===== src/rtl/apb_uart_pkg.sv =====
// Shared register map, bit positions and FSM encodings for the APB UART core.
package apb_uart_pkg;

    localparam logic [1:0] REG_DATA   = 2'd0;
    localparam logic [1:0] REG_STATUS = 2'd1;
    localparam logic [1:0] REG_CTRL   = 2'd2;
    localparam logic [1:0] REG_DIV    = 2'd3;

    localparam int ST_TX_EMPTY   = 0;
    localparam int ST_TX_FULL    = 1;
    localparam int ST_RX_EMPTY   = 2;
    localparam int ST_RX_FULL    = 3;
    localparam int ST_RX_OVERRUN = 4;
    localparam int ST_FRAME_ERR  = 5;
    localparam int ST_PARITY_ERR = 6;
    localparam int ST_TX_BUSY    = 7;

    localparam int CTRL_ENABLE   = 0;
    localparam int CTRL_PAR_EN   = 1;
    localparam int CTRL_PAR_ODD  = 2;

    typedef enum logic [2:0] {
        TX_IDLE   = 3'd0,
        TX_START  = 3'd1,
        TX_DATA   = 3'd2,
        TX_PARITY = 3'd3,
        TX_STOP   = 3'd4
    } tx_state_t;

    typedef enum logic [2:0] {
        RX_IDLE   = 3'd0,
        RX_START  = 3'd1,
        RX_DATA   = 3'd2,
        RX_PARITY = 3'd3,
        RX_STOP   = 3'd4
    } rx_state_t;

    // Even parity of the character, inverted for odd parity; unused upper bits must be zero.
    function automatic logic calc_parity(input logic [7:0] data, input logic odd);
        return (^data) ^ odd;
    endfunction

endpackage


===== src/rtl/uart_sync_fifo.sv =====
// Single-clock FIFO with show-ahead read data; a pop on empty is ignored.
module uart_sync_fifo #(
    parameter int WIDTH = 8,
    parameter int DEPTH = 8
) (
    input  logic                     clk,
    input  logic                     rst,
    input  logic                     push_i,
    input  logic                     pop_i,
    input  logic [WIDTH-1:0]         wdata_i,
    output logic [WIDTH-1:0]         rdata_o,
    output logic                     full_o,
    output logic                     empty_o,
    output logic [$clog2(DEPTH):0]   count_o
);
    localparam int AW = $clog2(DEPTH);
    localparam logic [AW:0] CNT_FULL = (AW+1)'(DEPTH);

    logic [WIDTH-1:0] mem_q [DEPTH];
    logic [AW-1:0]    wr_ptr_q;
    logic [AW-1:0]    rd_ptr_q;
    logic [AW:0]      count_q;
    logic             pop_ok_s;
    logic             push_ok_s;

    // A full FIFO still accepts a push when the same cycle pops.
    assign pop_ok_s  = pop_i & ~empty_o;
    assign push_ok_s = push_i & (~full_o | pop_ok_s);

    assign rdata_o = mem_q[rd_ptr_q];
    assign full_o  = (count_q == CNT_FULL);
    assign empty_o = (count_q == '0);
    assign count_o = count_q;

    always_ff @(posedge clk) begin
        if (!rst) begin
            wr_ptr_q <= '0;
            rd_ptr_q <= '0;
            count_q  <= '0;
        end else begin
            if (push_ok_s) wr_ptr_q <= wr_ptr_q + {{(AW-1){1'b0}}, 1'b1};
            if (pop_ok_s)  rd_ptr_q <= rd_ptr_q + {{(AW-1){1'b0}}, 1'b1};
            count_q <= count_q + {{AW{1'b0}}, push_ok_s} - {{AW{1'b0}}, pop_ok_s};
        end
    end

    always_ff @(posedge clk) begin
        if (push_ok_s) mem_q[wr_ptr_q] <= wdata_i;
    end

endmodule


===== src/rtl/apb_uart_core.sv =====
// APB-attached UART: register file, TX/RX FIFOs and the serial TX/RX state machines.
module apb_uart_core
    import apb_uart_pkg::*;
#(
    parameter int          DATA_BITS  = 8,
    parameter int          FIFO_DEPTH = 8,
    parameter logic [15:0] DIV_RESET  = 16'd16
) (
    input  logic        clk,
    input  logic        rst,
    input  logic [31:0] paddr,
    input  logic [31:0] pwdata,
    input  logic        pwrite,
    input  logic        psel,
    input  logic        penable,
    output logic [31:0] prdata,
    output logic        pready,
    output logic        pslverr,
    input  logic        rx,
    output logic        tx
);
    localparam int          CW       = $clog2(FIFO_DEPTH) + 1;
    localparam logic [2:0]  LAST_BIT = 3'(DATA_BITS - 1);

    logic                 access_s, pslverr_s, status_rd_s, ctrl_wr_s, div_wr_s;
    logic [31:0]          prdata_s;
    logic [1:0]           reg_s;
    logic [7:0]           status_s, tx_wide_s, rx_wide_s;
    logic [2:0]           ctrl_q;
    logic [15:0]          div_q;
    logic                 ovr_q, frm_q, par_q;
    logic                 tx_push_s, tx_pop_s, tx_full_s, tx_empty_s;
    logic                 rx_push_s, rx_pop_s, rx_full_s, rx_empty_s;
    logic [DATA_BITS-1:0] tx_rdata_s, rx_rdata_s;
    logic [CW-1:0]        tx_count_s, rx_count_s;
    tx_state_t            tx_state_q;
    logic [15:0]          tx_cnt_q;
    logic [2:0]           tx_idx_q;
    logic [DATA_BITS-1:0] tx_shift_q;
    logic                 tx_par_q, tx_q;
    rx_state_t            rx_state_q;
    logic [15:0]          rx_cnt_q;
    logic [2:0]           rx_idx_q;
    logic [DATA_BITS-1:0] rx_data_q;
    logic                 rx_par_q, rx_s1_q, rx_s2_q, rx_prev_q;
    logic                 rx_stop_smp_s, par_bad_s, frm_evt_s, par_evt_s, ovr_evt_s;
    logic                 unused_s;

    // Gating with rst keeps the bus outputs quiet while in reset.
    assign access_s = psel & penable & rst;
    assign reg_s    = paddr[3:2];
    assign pready   = access_s;
    assign pslverr  = pslverr_s;
    assign prdata   = prdata_s;
    assign tx       = tx_q;
    assign unused_s = ^{paddr[31:4], paddr[1:0], pwdata[31:16], tx_count_s, rx_count_s};

    assign status_s = {(tx_state_q != TX_IDLE), par_q, frm_q, ovr_q,
                       rx_full_s, rx_empty_s, tx_full_s, tx_empty_s};

    // APB decode: side-effect strobes, error response and read mux.
    always_comb begin
        pslverr_s   = 1'b0;
        tx_push_s   = 1'b0;
        rx_pop_s    = 1'b0;
        status_rd_s = 1'b0;
        ctrl_wr_s   = 1'b0;
        div_wr_s    = 1'b0;
        prdata_s    = 32'd0;
        if (access_s) begin
            case (reg_s)
                REG_DATA: begin
                    if (pwrite) begin
                        if (tx_full_s) pslverr_s = 1'b1;
                        else           tx_push_s = 1'b1;
                    end else if (rx_empty_s) begin
                        pslverr_s = 1'b1;
                    end else begin
                        rx_pop_s = 1'b1;
                        prdata_s = {{(32-DATA_BITS){1'b0}}, rx_rdata_s};
                    end
                end
                REG_STATUS: begin
                    if (pwrite) begin
                        pslverr_s = 1'b1;
                    end else begin
                        status_rd_s = 1'b1;
                        prdata_s    = {24'd0, status_s};
                    end
                end
                REG_CTRL: begin
                    if (pwrite) ctrl_wr_s = 1'b1;
                    else        prdata_s  = {29'd0, ctrl_q};
                end
                REG_DIV: begin
                    if (pwrite) div_wr_s = 1'b1;
                    else        prdata_s = {16'd0, div_q};
                end
                default: pslverr_s = 1'b0;
            endcase
        end else begin
            pslverr_s = 1'b0;
        end
    end

    // Zero-extended characters for the parity helper.
    always_comb begin
        tx_wide_s = 8'd0;
        rx_wide_s = 8'd0;
        tx_wide_s[DATA_BITS-1:0] = tx_rdata_s;
        rx_wide_s[DATA_BITS-1:0] = rx_data_q;
    end

    // Control registers and sticky error flags; a same-cycle event beats the read-clear.
    always_ff @(posedge clk) begin
        if (!rst) begin
            ctrl_q <= 3'd0;
            div_q  <= DIV_RESET;
            ovr_q  <= 1'b0;
            frm_q  <= 1'b0;
            par_q  <= 1'b0;
        end else begin
            if (ctrl_wr_s) ctrl_q <= pwdata[2:0];
            if (div_wr_s)  div_q  <= (pwdata[15:0] < 16'd2) ? 16'd2 : pwdata[15:0];
            ovr_q <= (ovr_q & ~status_rd_s) | ovr_evt_s;
            frm_q <= (frm_q & ~status_rd_s) | frm_evt_s;
            par_q <= (par_q & ~status_rd_s) | par_evt_s;
        end
    end

    uart_sync_fifo #(.WIDTH(DATA_BITS), .DEPTH(FIFO_DEPTH)) u_tx_fifo (
        .clk(clk), .rst(rst), .push_i(tx_push_s), .pop_i(tx_pop_s),
        .wdata_i(pwdata[DATA_BITS-1:0]), .rdata_o(tx_rdata_s),
        .full_o(tx_full_s), .empty_o(tx_empty_s), .count_o(tx_count_s)
    );

    uart_sync_fifo #(.WIDTH(DATA_BITS), .DEPTH(FIFO_DEPTH)) u_rx_fifo (
        .clk(clk), .rst(rst), .push_i(rx_push_s), .pop_i(rx_pop_s),
        .wdata_i(rx_data_q), .rdata_o(rx_rdata_s),
        .full_o(rx_full_s), .empty_o(rx_empty_s), .count_o(rx_count_s)
    );

    // A new frame is fetched from IDLE or at the end of a stop bit (back-to-back).
    assign tx_pop_s = ctrl_q[CTRL_ENABLE] & ~tx_empty_s &
                      ((tx_state_q == TX_IDLE) | ((tx_state_q == TX_STOP) & (tx_cnt_q == 16'd0)));

    // TX FSM; the bit counter reloads from div_q at every bit boundary.
    always_ff @(posedge clk) begin
        if (!rst) begin
            tx_state_q <= TX_IDLE;
            tx_cnt_q   <= 16'd0;
            tx_idx_q   <= 3'd0;
            tx_shift_q <= '0;
            tx_par_q   <= 1'b0;
            tx_q       <= 1'b1;
        end else begin
            case (tx_state_q)
                TX_IDLE: begin
                    tx_q <= 1'b1;
                    if (tx_pop_s) begin
                        tx_state_q <= TX_START;
                        tx_cnt_q   <= div_q - 16'd1;
                        tx_shift_q <= tx_rdata_s;
                        tx_par_q   <= calc_parity(tx_wide_s, ctrl_q[CTRL_PAR_ODD]);
                        tx_q       <= 1'b0;
                    end
                end
                TX_START: begin
                    if (tx_cnt_q == 16'd0) begin
                        tx_state_q <= TX_DATA;
                        tx_cnt_q   <= div_q - 16'd1;
                        tx_idx_q   <= 3'd0;
                        tx_q       <= tx_shift_q[0];
                    end else tx_cnt_q <= tx_cnt_q - 16'd1;
                end
                TX_DATA: begin
                    if (tx_cnt_q == 16'd0) begin
                        tx_cnt_q <= div_q - 16'd1;
                        if (tx_idx_q == LAST_BIT) begin
                            tx_state_q <= ctrl_q[CTRL_PAR_EN] ? TX_PARITY : TX_STOP;
                            tx_q       <= ctrl_q[CTRL_PAR_EN] ? tx_par_q : 1'b1;
                        end else begin
                            tx_idx_q   <= tx_idx_q + 3'd1;
                            tx_shift_q <= tx_shift_q >> 1;
                            tx_q       <= tx_shift_q[1];
                        end
                    end else tx_cnt_q <= tx_cnt_q - 16'd1;
                end
                TX_PARITY: begin
                    if (tx_cnt_q == 16'd0) begin
                        tx_state_q <= TX_STOP;
                        tx_cnt_q   <= div_q - 16'd1;
                        tx_q       <= 1'b1;
                    end else tx_cnt_q <= tx_cnt_q - 16'd1;
                end
                TX_STOP: begin
                    if (tx_cnt_q != 16'd0) begin
                        tx_cnt_q <= tx_cnt_q - 16'd1;
                    end else if (tx_pop_s) begin
                        tx_state_q <= TX_START;
                        tx_cnt_q   <= div_q - 16'd1;
                        tx_shift_q <= tx_rdata_s;
                        tx_par_q   <= calc_parity(tx_wide_s, ctrl_q[CTRL_PAR_ODD]);
                        tx_q       <= 1'b0;
                    end else begin
                        tx_state_q <= TX_IDLE;
                        tx_q       <= 1'b1;
                    end
                end
                default: begin
                    tx_state_q <= TX_IDLE;
                    tx_q       <= 1'b1;
                end
            endcase
        end
    end

    // Two-flop synchroniser plus one delayed copy for falling-edge detection.
    always_ff @(posedge clk) begin
        if (!rst) begin
            rx_s1_q   <= 1'b1;
            rx_s2_q   <= 1'b1;
            rx_prev_q <= 1'b1;
        end else begin
            rx_s1_q   <= rx;
            rx_s2_q   <= rx_s1_q;
            rx_prev_q <= rx_s2_q;
        end
    end

    assign rx_stop_smp_s = (rx_state_q == RX_STOP) & (rx_cnt_q == 16'd0);
    assign par_bad_s     = ctrl_q[CTRL_PAR_EN] & (rx_par_q != calc_parity(rx_wide_s, ctrl_q[CTRL_PAR_ODD]));
    assign frm_evt_s     = rx_stop_smp_s & ~rx_s2_q;
    assign par_evt_s     = rx_stop_smp_s & rx_s2_q & par_bad_s;
    assign rx_push_s     = rx_stop_smp_s & rx_s2_q & ~par_bad_s;
    assign ovr_evt_s     = rx_push_s & rx_full_s & ~rx_pop_s;

    // RX FSM: sample mid-bit, DIV cycles apart after the half-bit start check.
    always_ff @(posedge clk) begin
        if (!rst) begin
            rx_state_q <= RX_IDLE;
            rx_cnt_q   <= 16'd0;
            rx_idx_q   <= 3'd0;
            rx_data_q  <= '0;
            rx_par_q   <= 1'b0;
        end else begin
            case (rx_state_q)
                RX_IDLE: begin
                    if (rx_prev_q & ~rx_s2_q) begin
                        rx_state_q <= RX_START;
                        rx_cnt_q   <= {1'b0, div_q[15:1]} - 16'd1;
                    end
                end
                RX_START: begin
                    if (rx_cnt_q != 16'd0) begin
                        rx_cnt_q <= rx_cnt_q - 16'd1;
                    end else if (rx_s2_q) begin
                        rx_state_q <= RX_IDLE;
                    end else begin
                        rx_state_q <= RX_DATA;
                        rx_cnt_q   <= div_q - 16'd1;
                        rx_idx_q   <= 3'd0;
                    end
                end
                RX_DATA: begin
                    if (rx_cnt_q == 16'd0) begin
                        rx_cnt_q  <= div_q - 16'd1;
                        rx_data_q <= {rx_s2_q, rx_data_q[DATA_BITS-1:1]};
                        rx_idx_q  <= rx_idx_q + 3'd1;
                        if (rx_idx_q == LAST_BIT) begin
                            rx_state_q <= ctrl_q[CTRL_PAR_EN] ? RX_PARITY : RX_STOP;
                        end
                    end else rx_cnt_q <= rx_cnt_q - 16'd1;
                end
                RX_PARITY: begin
                    if (rx_cnt_q == 16'd0) begin
                        rx_par_q   <= rx_s2_q;
                        rx_state_q <= RX_STOP;
                        rx_cnt_q   <= div_q - 16'd1;
                    end else rx_cnt_q <= rx_cnt_q - 16'd1;
                end
                RX_STOP: begin
                    if (rx_cnt_q == 16'd0) rx_state_q <= RX_IDLE;
                    else                   rx_cnt_q   <= rx_cnt_q - 16'd1;
                end
                default: rx_state_q <= RX_IDLE;
            endcase
        end
    end

endmodule


===== config.mk =====
export PLATFORM = sky130hd
export DESIGN_NAME = apb_uart_core
export DESIGN_NICKNAME = d
export VERILOG_FILES = /design/src/rtl/apb_uart_pkg.sv /design/src/rtl/uart_sync_fifo.sv /design/src/rtl/apb_uart_core.sv
export SDC_FILE = /design/constraint.sdc
export NUM_CORES = 1
export LEC_CHECK = 0
export ABC_CLOCK_PERIOD_IN_PS = 3600
export CORE_MARGIN = 1
export CORE_UTILIZATION = 30
export CTS_CLUSTER_SIZE = 28
export DETAILED_ROUTE_END_ITERATION = 8
export GPL_TIMING_DRIVEN = 0
export SYNTH_ARGS = -nofsm -noshare
export SYNTH_HDL_FRONTEND = slang
export SYNTH_SLANG_ARGS = --single-unit

===== constraint.sdc =====
create_clock -name clk -period 3.6 [get_ports clk]
set_clock_uncertainty 0.15 [all_clocks]
set_input_delay 0.72 -clock clk [delete_from_list [all_inputs] [get_ports clk]]
set_output_delay 0.72 -clock clk [all_outputs]
set_load 0.1 [all_outputs]

==> metrics.md, run 1 <==
| Metric | Value |
|---|---|
| Fin area | 14600 sq um |
| Most frequent cells in the layout | 128 x edfxtp_1, 113 x dfxtp_1, 98 x nor2_1, 91 x nand2_1, 63 x a21oi_1 |
| Clk slew on worst S/H paths | 60 ps |
| Area of the multi-input gates | 5940 sq um |
| Post-synthesis mux area share | 9.19% |
| Synth cell types | 88 |
| Slew HR | 21.8% |
| Initial antenna violation count | 0 |
| Die Y | 205 um |
| Routed Antenna Nets | 0 |
| Worst skew pair latency | 530 ps |
| Top-area cell type share of the netlist area | 31.0% |
| Startpoint types | flip-flop |
| GR Overflow Total | 0 |
| CTS tree | yes |
| P_sw | 1.49 mW |
| Post-DP HPWL | 23.9 mm |
| Fill cells | 4062 |
| CTS H-Tree Depth | 1 |
| Routed wire length | 33.5 mm |
| Synth area leader | edfxtp_1 |
| Peak VDD IR | 0.000428 V |
| CTS Hold Bufs | 0 |
| FF/Latch Area | 6130 sq um |
| Initial Util | 30.4% |
| Critical Path RT | 2730 ps |
| FF-to-FF End | u_tx_fifo.count_o[3] |
| Final Hold Vio Count | 0 |
| Core ar. | 40800 sq um |
| Setup TNS | 0 ps |
| Synth Area in XOR/XNOR | 5.31% |
| I/O Pins | 105 |
| Min-delay src | rx_s1_q |
| Gpl congestion | 0.873 |
| Status | finished clean |
| Hold Path Sink | rx_s2_q |
| Most common cell after layout, fill and taps aside | edfxtp_1 |
| Clock power frac | 44.1% |
| PwrDens | 424 nW/um^2 |
| Routed vias | 9410 |
| Max-Cap Viols | 0 |
| Slew @ Worst Pin | 1160 ps |
| Number of synthesized flops with an enable pin | 128 |
| Worst r2r src | tx_cnt_q[0] |
| Routed len/inst | 18.5 um |
| Chip width | 205 um |
| Worst Reg-to-Reg Cells | 14 |
| CTS Buffer Depth | 3 |
| Design Power | 6.20 mW |
| Slew Viols, Final | 0 |
| DP Area | 13600 sq um |
| Mapped cell area | 12400 sq um |
| CP max FO | 10 |
| Die area | 42100 sq um |
| Worst endpoint data arrival time | 2640 ps |
| Tcrit/Tclk final | 97.4% |
| Pleak | 4.94 nW |
| Yosys reg bits | 242 |
| Crit. End Element | output port |
| Mapped Cells | 1171 |
| Yosys warns | 0 |
| CTS Root Cell | clkbuf_16 |
| Hold Path Class | reg2reg |
| Synth area leaders | edfxtp_1 31%, dfxtp_1 18%, mux4_2 5.8%, nor2_1 3.5%, nand2_1 2.8% |
| Sink Count | 242 |
| TritonCTS buffer count | 27 |
| Post-synthesis simple-gate area fraction | 16.3% |
| First-pass DRT Iterations | 5 |
| Gate power share | 8.8% |
| Ant. Diodes | 0 |
| Hold path depth | 1 |
| Largest net degree at the start of global routing | 15 |
| IO buf count | 40 |
| Post-synth ARST share | 0% |
| Largest family of logic cells by synthesized area | simple AND/OR/NAND/NOR gates |
| DR vias/cell | 5.19 |
| RSZ-0062 raised after global routing | yes |
| WS Path Type | reg2out |
| Nets | 1358 |
| Crit path time final | 3510 ps |
| Hold slack | 254 ps |
| Iteration-0 DRC count of the detailed router | 840 |
| Avg Synthesized Cell Area | 10.6 sq um |
| Final setup fails | 0 |
| Drt drc | 0 |
| FP Rows | 74 |
| Fmax | 0.285 GHz |
| P_int | 4.71 mW |
| Reg power frac | 47.1% |
| Top FF cell, synth | edfxtp_1 |
| Vias in the first global route | 9229 |
| Sw Ratio | 24.1% |
| Complex-gate fraction of the synthesized area | 12.5% |
| Synth-to-layout area growth | 18.0% |
| Global Route Usage Sum | 16.1% |
| Synth Area in Adders | 2.85% |
| First-pass GRT wire length | 52.9 mm |
| Reg2Reg Setup Slack | 240 ps |
| Layout cells sized above 1 | 15.7% |
| Seq/Total Area, Yosys | 49.4% |
==> area by class of cell <==
class	count	share of cell area [%]
multi-input combinational	822	40.6
inverter	28	0.744
buffer	92	3.08
clock buffer	33	4.91
timing repair buffer	48	3.04
clock inverter	16	1.16
sequential	242	41.9
tap	532	4.55
==> synthesized netlist by cell type, types with 6 or more instances <==
cell,number
a21oi_1,63
a22oi_1,6
a31oi_1,15
and2_1,14
buf_1,6
buf_2,10
buf_4,17
clkbuf_1,59
dfxtp_1,114
edfxtp_1,128
ha_1,25
inv_1,26
mux2_2,7
mux2i_1,34
mux4_2,32
nand2_1,91
nand2b_1,13
nand3_1,36
nand4_1,8
nor2_1,117
nor2b_1,8
nor3_1,32
nor3b_1,6
nor4_1,19
o211ai_1,14
o21ai_0,50
o21ai_1,13
o221ai_1,6
o22a_1,8
or3_1,13
or4_1,11
xnor2_1,38
xor2_1,32
==> registers in the layout, summed over array words and instances (netlist names), 3 cells and up, named ones only <==
register / flops
rx_cnt_q: 16
rx_data_q: 8
ctrl_q: 3
tx_cnt_q: 16
u_tx_fifo.wr_ptr_q: 3
u_rx_fifo.rd_ptr_q: 3
div_q: 16
u_tx_fifo.rd_ptr_q: 3
u_tx_fifo.mem_q: 64
u_rx_fifo.wr_ptr_q: 3
u_rx_fifo.count_o: 4
u_tx_fifo.count_o: 4
rx_idx_q: 3
tx_shift_q: 8
rx_state_q: 3
tx_idx_q: 3
tx_state_q: 3
u_rx_fifo.mem_q: 64
==> worst max path at each step <==
stage               depth (start not counted)                    end        start  slack, ps
finish                                      7              prdata[3]    flip-flop         90
floorplan                                   5              prdata[7]     paddr[2]        130
global route                                8  u_rx_fifo.mem_q[1][0]          rst        -40
CTS                                        14   u_tx_fifo.count_o[3]  tx_cnt_q[0]          6
detailed placement                          7             prdata[11]          rst      -1380
global placement                            7  u_rx_fifo.mem_q[0][4]          rst      -1690
==> logic make-up (layout without fill, tap and decap cells) <==
group           Yosys count  after routing
mux                      73             73
simple gates            401            401
flops                   242            242
buf+inv                 122            217
compound gates          233            233
other cells               1             16
xor+xnor                 72             72
fa+ha+maj                27             27
==> layer usage <==
metal  part of all wire [%]  global-route usage (%)  wire length (um)  up-vias
met5                      0                       0                 0        -
met1                     46                    22.5             15400     4590
met3                    5.3                    2.03              1760       59
met4                    2.6                    4.47               860        0
li1                       -                       -                 -     4474
met2                     46                    26.2             15500      287
==> worst max-delay path: stages, from the launching register on <==
cell and delay (ps):
dfxtp_1 310, clkbuf_1 370, clkbuf_4 360, mux4_2 340, mux2i_1 240, o22a_1 210, nor2_2 50, buf_6 220
==> repair_timing <==
item / CTS / global route
setup buffers: 4 / 2
setup endpoints to repair: 138 / 97
resized for setup: 132 / 10
pin swaps: 2 / 3
cloned: 0 / 0
==> power groups by stage <==
stage | clock network (mW) | registers (mW) | logic (mW)
6_report | 2.74 | 2.92 | 0.545
3_5_place_dp | 0 | 2.98 | 0.536
2_1_floorplan | 0 | 2.97 | 0.395
4_1_cts | 2.80 | 2.92 | 0.540
3_3_place_gp | 0 | 2.98 | 0.532
5_1_grt | 2.90 | 2.92 | 0.584
==> through the flow <==
| stage | worst slack [ps] | std cells | util, % |
|---|---|---|---|
| CTS | 5.64 | 1811 | 35.7 |
| global route | -40.3 | 1813 | 35.8 |
| finish | 93.1 | 1813 | 35.8 |
| global placement | -1690 | 1758 | 33.2 |
| floorplan | 135 | 1186 | - |
| detailed placement | -1380 | 1760 | 33.3 |
No activity file was read; power rests on OpenSTA's default activity.
==> inputs of run 2 (changes only) <==
- CORE_ASPECT_RATIO: unset -> 2
- CORE_UTILIZATION: 30 -> 55
- PLACE_DENSITY: unset -> 0.76
- SLEW_MARGIN: unset -> 20
==> metrics.md, run 2 (synthesized netlist as in run 1, its figures left out) <==
| Metric | Value |
|---|---|
| DP Cell Count | 1502 (was 1760) |
| CP delay by family, top | buffers and inverters (unchanged) |
| CTS Root Cell | clkbuf_16 (unchanged) |
| Largest net degree at the start of global routing | 17 (was 15) |
| Slew HR | 36.0% (was 21.8%) |
| Layout cells sized above 1 | 15.1% (was 15.7%) |
| Chip width | 108 um (was 205 um) |
| Worst skew pair latency | 540 ps (was 530 ps) |
| FP Rows | 77 (was 74) |
| Area of the multi-input gates | 5980 sq um (was 5940 sq um) |
| Tcrit/Tclk final | 98.0% (was 97.4%) |
| Final setup fails | 0 (unchanged) |
| Hold Path Sink | rx_s2_q (unchanged) |
| Drt drc | 0 (unchanged) |
| Die Y | 214 um (was 205 um) |
| Sw Ratio | 24.1% (about the same) |
| Initial antenna violation count | 0 (unchanged) |
| Fill cells | 1714 (was 4062) |
| Routed vias | 9682 (was 9410) |
| Routed wire length | 34.6 mm (was 33.5 mm) |
| Startpoint types | input pin (was flip-flop) |
| Status | finished clean (unchanged) |
| Slew @ Worst Pin | 957 ps (was 1160 ps) |
| DP Area | 13300 sq um (was 13600 sq um) |
| Post-layout util | 64.6% (was 35.8%) |
| CTS tree | yes (unchanged) |
| First-pass DRT Iterations | 7 (was 5) |
| Iteration-0 DRC count of the detailed router | 659 (was 840) |
| Synth-to-layout area growth | 15.0% (was 18.0%) |
| Post-DP HPWL | 25.0 mm (was 23.9 mm) |
| Clk slew on worst S/H paths | 60 ps (about the same) |
| Core ar. | 22100 sq um (was 40800 sq um) |
| Most frequent cells in the layout | 128 x edfxtp_1, 113 x dfxtp_1, 102 x nor2_1, 90 x nand2_1, 63 x a21oi_1 (was 128 x edfxtp_1, 113 x dfxtp_1, 98 x nor2_1, 91 x nand2_1, 63 x a21oi_1) |
| Final Hold Vio Count | 0 (unchanged) |
| Gate power share | 9.0% (was 8.8%) |
| Initial Util | 56.2% (was 30.4%) |
| Regs by FF count | u_rx_fifo.mem_q (64), u_tx_fifo.mem_q (64) (unchanged) |
| Setup TNS | 0 ps (unchanged) |
| CP cell instances | clkdlybuf4s50_1, clkbuf_2, or4_4, o22a_1, nor2_2, buf_6 (was clkbuf_1, clkbuf_4, mux4_2, mux2i_1, o22a_1, nor2_2, buf_6) |
| GR Overflow Total | 0 (unchanged) |
| I/O Pins | 105 (unchanged) |
| FF-to-FF End | u_rx_fifo.mem_q[7][6] (was u_tx_fifo.count_o[3]) |
| WS Path Type | in2out (was reg2out) |
| Design Power | 6.06 mW (was 6.20 mW) |
| Slowest-stage cell, CP | or4_4 (was clkbuf_1) |
| Peak VDD IR | 0.000423 V (was 0.000428 V) |
| Reg power frac | 48.2% (was 47.1%) |
| Nets | 1350 (was 1358) |
| Worst setup margin | 72.4 ps (was 93.1 ps) |
| Sink Count | 242 (unchanged) |
| Worst Reg-to-Reg Cells | 6 (was 14) |
| PwrDens | 425 nW/um^2 (was 424 nW/um^2) |
| CTS Buffer Depth | 3 (unchanged) |
| Die area | 23200 sq um (was 42100 sq um) |
| DR vias/cell | 6.27 (was 5.19) |
| Finished Layout Cells | 1544 (was 1813) |
| Crit. End Element | output port (unchanged) |
| CP max FO | 10 (unchanged) |
| Hold slack | 257 ps (was 254 ps) |
| Ant. Diodes | 0 (unchanged) |
| IO buf count | 40 (unchanged) |
| Max-Cap Viols | 0 (unchanged) |
| First-pass GRT wire length | 53.7 mm (was 52.9 mm) |
| CTS H-Tree Depth | 1 (unchanged) |
| P_int | 4.60 mW (was 4.71 mW) |
| RSZ-0062 raised after global routing | no (was yes) |
| Fin area | 14300 sq um (was 14600 sq um) |
| Pleak | 4.90 nW (was 4.94 nW) |
| Gpl congestion | 0.952 (was 0.873) |
| Worst endpoint data arrival time | 2660 ps (was 2640 ps) |
| FF/Latch Area | 6130 sq um (unchanged) |
| WP buf/inv | 3 (unchanged) |
| Most common cell after layout, fill and taps aside | edfxtp_1 (unchanged) |
| Routed Antenna Nets | 0 (unchanged) |
| TritonCTS buffer count | 22 (was 27) |
| Min-delay src | rx_s1_q (unchanged) |
| Global Route Usage Sum | 30.8% (was 16.1%) |
| Setup WS pre-CTS | -1290 ps (was -1380 ps) |
| Hold path depth | 1 (unchanged) |
| Hold Path Class | reg2reg (unchanged) |
| Routed len/inst | 22.4 um (was 18.5 um) |
| Worst r2r src | rx_cnt_q[2] (was tx_cnt_q[0]) |
| Critical Path RT | 2730 ps (about the same) |
| Fmax | 0.283 GHz (was 0.285 GHz) |
| Crit path time final | 3530 ps (was 3510 ps) |
| P_sw | 1.46 mW (was 1.49 mW) |
| Slowest stage delay, CP | 630 ps (was 370 ps) |
| Slew Viols, Final | 0 (unchanged) |
| Clock power frac | 42.8% (was 44.1%) |
| Vias in the first global route | 9891 (was 9229) |
| Reg2Reg Setup Slack | 170 ps (was 240 ps) |
## run 2: cell count changes in the layout (fill, tap and decap cells not counted), sizes merged
cell	before	now
clkdlybuf4s15	1	0
buf	60	57
dlymetal6s2s	0	1
bufinv	3	5
clkinv	12	7
clkbuf	90	83
## run 2: layout make-up
cell class,instances,area share (%)
Clock buffer,26,4.06
Timing Repair Buffer,45,3.18
Buffer,92,3.17
Clock inverter,13,1.53
Tap cell,276,2.42
Multi-Input combinational cell,822,41.9
Sequential cell,242,43.0
Inverter,28,0.763
## run 2: routing by layer
layer	vias up	GRT usage, %	wire (um)	share of wire [%]
met2	366	55.3	18400	53
met4	0	22.1	2650	7.7
met5	-	0	0	0
li1	4444	-	-	-
met1	4720	31.6	11800	34
met3	152	4.32	1750	5.1
## run 2: what timing repair did
item / 4_1_cts / 5_1_grt
pin swaps: 2 / 3
hold buffers: 0 / 0
resized for setup: 136 / 5
hold endpoints to repair: 0 / 0
setup buffers: 2 / 3
setup endpoints to repair: 129 / 110
## run 2: power groups by stage
stage	Sequential, mW	Clock (mW)	Combinational, mW
after CTS	2.92	2.60	0.538
after detailed placement	2.98	0	0.533
after global placement	2.98	0	0.530
final	2.92	2.59	0.547
after global routing	2.92	2.70	0.582
after floorplan	2.97	0	0.395
## run 2: worst max path at each step
stage	depth (start not counted)	endpoint	slack (ps)	from
2_1_floorplan	5	prdata[7]	130	paddr[2]
3_3_place_gp	7	u_rx_fifo.mem_q[0][2]	-1560	rst
3_5_place_dp	7	u_rx_fifo.mem_q[5][2]	-1290	rst
4_1_cts	7	prdata[15]	10	rst
5_1_grt	6	prdata[7]	20	paddr[2]
6_report	6	prdata[7]	70	paddr[2]
==> inputs of run 3 (changes only) <==
- GPL_TIMING_DRIVEN: 0 -> 1
==> metrics.md, run 3 (synthesized netlist as in run 1, its figures left out) <==
| Metric | Value |
|---|---|
| Max-Cap Viols | 0 (unchanged) |
| Fin area | 14200 sq um (was 14300 sq um) |
| Design Power | 5.84 mW (was 6.06 mW) |
| Setup WS pre-CTS | 30.2 ps (was -1290 ps) |
| Finished Layout Cells | 1512 (was 1544) |
| CTS Buffer Depth | 3 (unchanged) |
| Crit. End Element | output port (unchanged) |
| Layout cells sized above 1 | 16.1% (was 15.1%) |
| Sink Count | 242 (unchanged) |
| Regs by FF count | u_rx_fifo.mem_q (64), u_tx_fifo.mem_q (64) (unchanged) |
| CP cell instances | clkdlybuf4s50_1, or4_1, o22a_1, nor2_2, buf_12 (was clkdlybuf4s50_1, clkbuf_2, or4_4, o22a_1, nor2_2, buf_6) |
| Worst Reg-to-Reg Cells | 9 (was 6) |
| Gpl congestion | 0.947 (was 0.952) |
| Hold Path Class | reg2reg (unchanged) |
| Worst skew pair latency | 540 ps (about the same) |
| Routed vias | 9519 (was 9682) |
| Nets | 1318 (was 1350) |
| CTS Root Cell | clkbuf_16 (unchanged) |
| Most frequent cells in the layout | 128 x edfxtp_1, 114 x dfxtp_1, 109 x nor2_1, 91 x nand2_1 (was 128 x edfxtp_1, 113 x dfxtp_1, 102 x nor2_1, 90 x nand2_1, 63 x a21oi_1) |
| FP Rows | 77 (unchanged) |
| First-pass GRT wire length | 50.5 mm (was 53.7 mm) |
| Peak VDD IR | 0.000463 V (was 0.000423 V) |
| Global Route Usage Sum | 28.7% (was 30.8%) |
| Routed wire length | 32.0 mm (was 34.6 mm) |
| PwrDens | 411 nW/um^2 (was 425 nW/um^2) |
| Tcrit/Tclk final | 98.3% (was 98.0%) |
| Vias in the first global route | 9671 (was 9891) |
| CTS resizes | 0 (was 136) |
| Setup TNS | 0 ps (unchanged) |
| Crit path time final | 3540 ps (was 3530 ps) |
| Drt drc | 0 (unchanged) |
| Chip width | 108 um (unchanged) |
| Initial antenna violation count | 0 (unchanged) |
| Slew Viols, Final | 0 (unchanged) |
| Largest net degree at the start of global routing | 56 (was 17) |
| Setup bufs post-CTS | 0 (was 2) |
| RSZ-0062 raised after global routing | no (unchanged) |
| IO buf count | 42 (was 40) |
| DP Area | 13500 sq um (was 13300 sq um) |
| CTS H-Tree Depth | 1 (unchanged) |
| Critical Path RT | 2730 ps (about the same) |
| Area of the multi-input gates | 5810 sq um (was 5980 sq um) |
| Initial Util | 56.2% (unchanged) |
| Die Y | 214 um (unchanged) |
| Iteration-0 DRC count of the detailed router | 652 (was 659) |
| Fmax | 0.282 GHz (was 0.283 GHz) |
| FF/Latch Area | 6130 sq um (about the same) |
| Synth-to-layout area growth | 14.6% (was 15.0%) |
| Most common cell after layout, fill and taps aside | edfxtp_1 (unchanged) |
| WS Path Type | in2out (unchanged) |
| CTS tree | yes (unchanged) |
| Hold path depth | 1 (unchanged) |
| Worst setup margin | 60.1 ps (was 72.4 ps) |
| I/O Pins | 105 (unchanged) |
| Final setup fails | 0 (unchanged) |
| DP Cell Count | 1474 (was 1502) |
| Pleak | 4.96 nW (was 4.90 nW) |
| CP max FO | 9 (was 10) |
| Core ar. | 22100 sq um (unchanged) |
| CTS Hold Bufs | 0 (unchanged) |
| Post-DP HPWL | 23.0 mm (was 25.0 mm) |
| Slowest-stage cell, CP | or4_1 (was or4_4) |
| TritonCTS buffer count | 21 (was 22) |
| Slew @ Worst Pin | 959 ps (was 957 ps) |
| Routed Antenna Nets | 0 (unchanged) |
| Final Hold Vio Count | 0 (unchanged) |
| Fill cells | 1704 (was 1714) |
| Post-layout util | 64.4% (was 64.6%) |
| GR Overflow Total | 0 (unchanged) |
| Clk slew on worst S/H paths | 70 ps (was 60 ps) |
| Worst endpoint data arrival time | 2670 ps (was 2660 ps) |
| First-pass DRT Iterations | 5 (was 7) |
| Ant. Diodes | 0 (unchanged) |
| Slowest stage delay, CP | 760 ps (was 630 ps) |
| Slew HR | 35.9% (was 36.0%) |
| Die area | 23200 sq um (unchanged) |
| Status | finished clean (unchanged) |
| Startpoint types | input pin (unchanged) |
| Hold slack | 266 ps (was 257 ps) |
| Routed len/inst | 21.2 um (was 22.4 um) |
| DR vias/cell | 6.30 (was 6.27) |
==> run 3: changes by cell type in the layout (fill, tap and decap cells not counted), moves of 6 or more <==
| cell | previous run | this run |
|---|---|---|
| buf_12 | 3 | 19 |
| nor2_1 | 102 | 109 |
| buf_6 | 7 | 0 |
| nor3_1 | 26 | 32 |
| nor2_4 | 6 | 0 |
| buf_4 | 32 | 63 |
| buf_1 | 6 | 0 |
| clkbuf_1 | 57 | 4 |
| buf_2 | 8 | 0 |
==> run 3: power breakdown <==
part / internal (mW) / leakage (nW) / total, mW / switching, mW
sequential: 2.90 / 2.09 / 2.92 / 0.0229
clock: 1.37 / 0.354 / 2.41 / 1.04
combinational: 0.163 / 2.51 / 0.510 / 0.348
==> run 3: path summary, 6_finish.rpt <==
| kind | start | end | slack, ps |
|---|---|---|---|
| worst max-delay path | paddr[3] | prdata[7] | 60 |
| worst min register to register | rx_s1_q | rx_s2_q | 270 |
| worst max register to register | rx_cnt_q[2] | u_rx_fifo.mem_q[0][3] | 410 |
| worst min-delay path | rx_s1_q | rx_s2_q | 270 |
==> run 3: area by class of cell <==
type	count	area share (%)
Inverter	28	0.766
Clock buffer	25	3.81
Clock inverter	13	1.23
Sequential cell	242	43.1
Tap cell	276	2.43
Timing Repair Buffer	106	7.70
Multi-Input combinational cell	822	40.9
==> run 3: metal layers <==
| metal | global-route usage, % | vias to the layer above | wire length, um | share of wire (%) |
|---|---|---|---|---|
| li1 | - | 4368 | - | - |
| met4 | 19.1 | 0 | 2190 | 6.9 |
| met2 | 53.2 | 392 | 17300 | 54 |
| met5 | 0 | - | 0 | 0 |
| met3 | 4.07 | 150 | 1930 | 6.0 |
| met1 | 28.6 | 4609 | 10600 | 33 |
==> run 3: critical path, delay by kind of cell <==
kind                   cells  cell delay [ps]
AO/OA/AOI/OAI              1              290
buffers and inverters      2              730
AND/OR/NAND/NOR            2              920
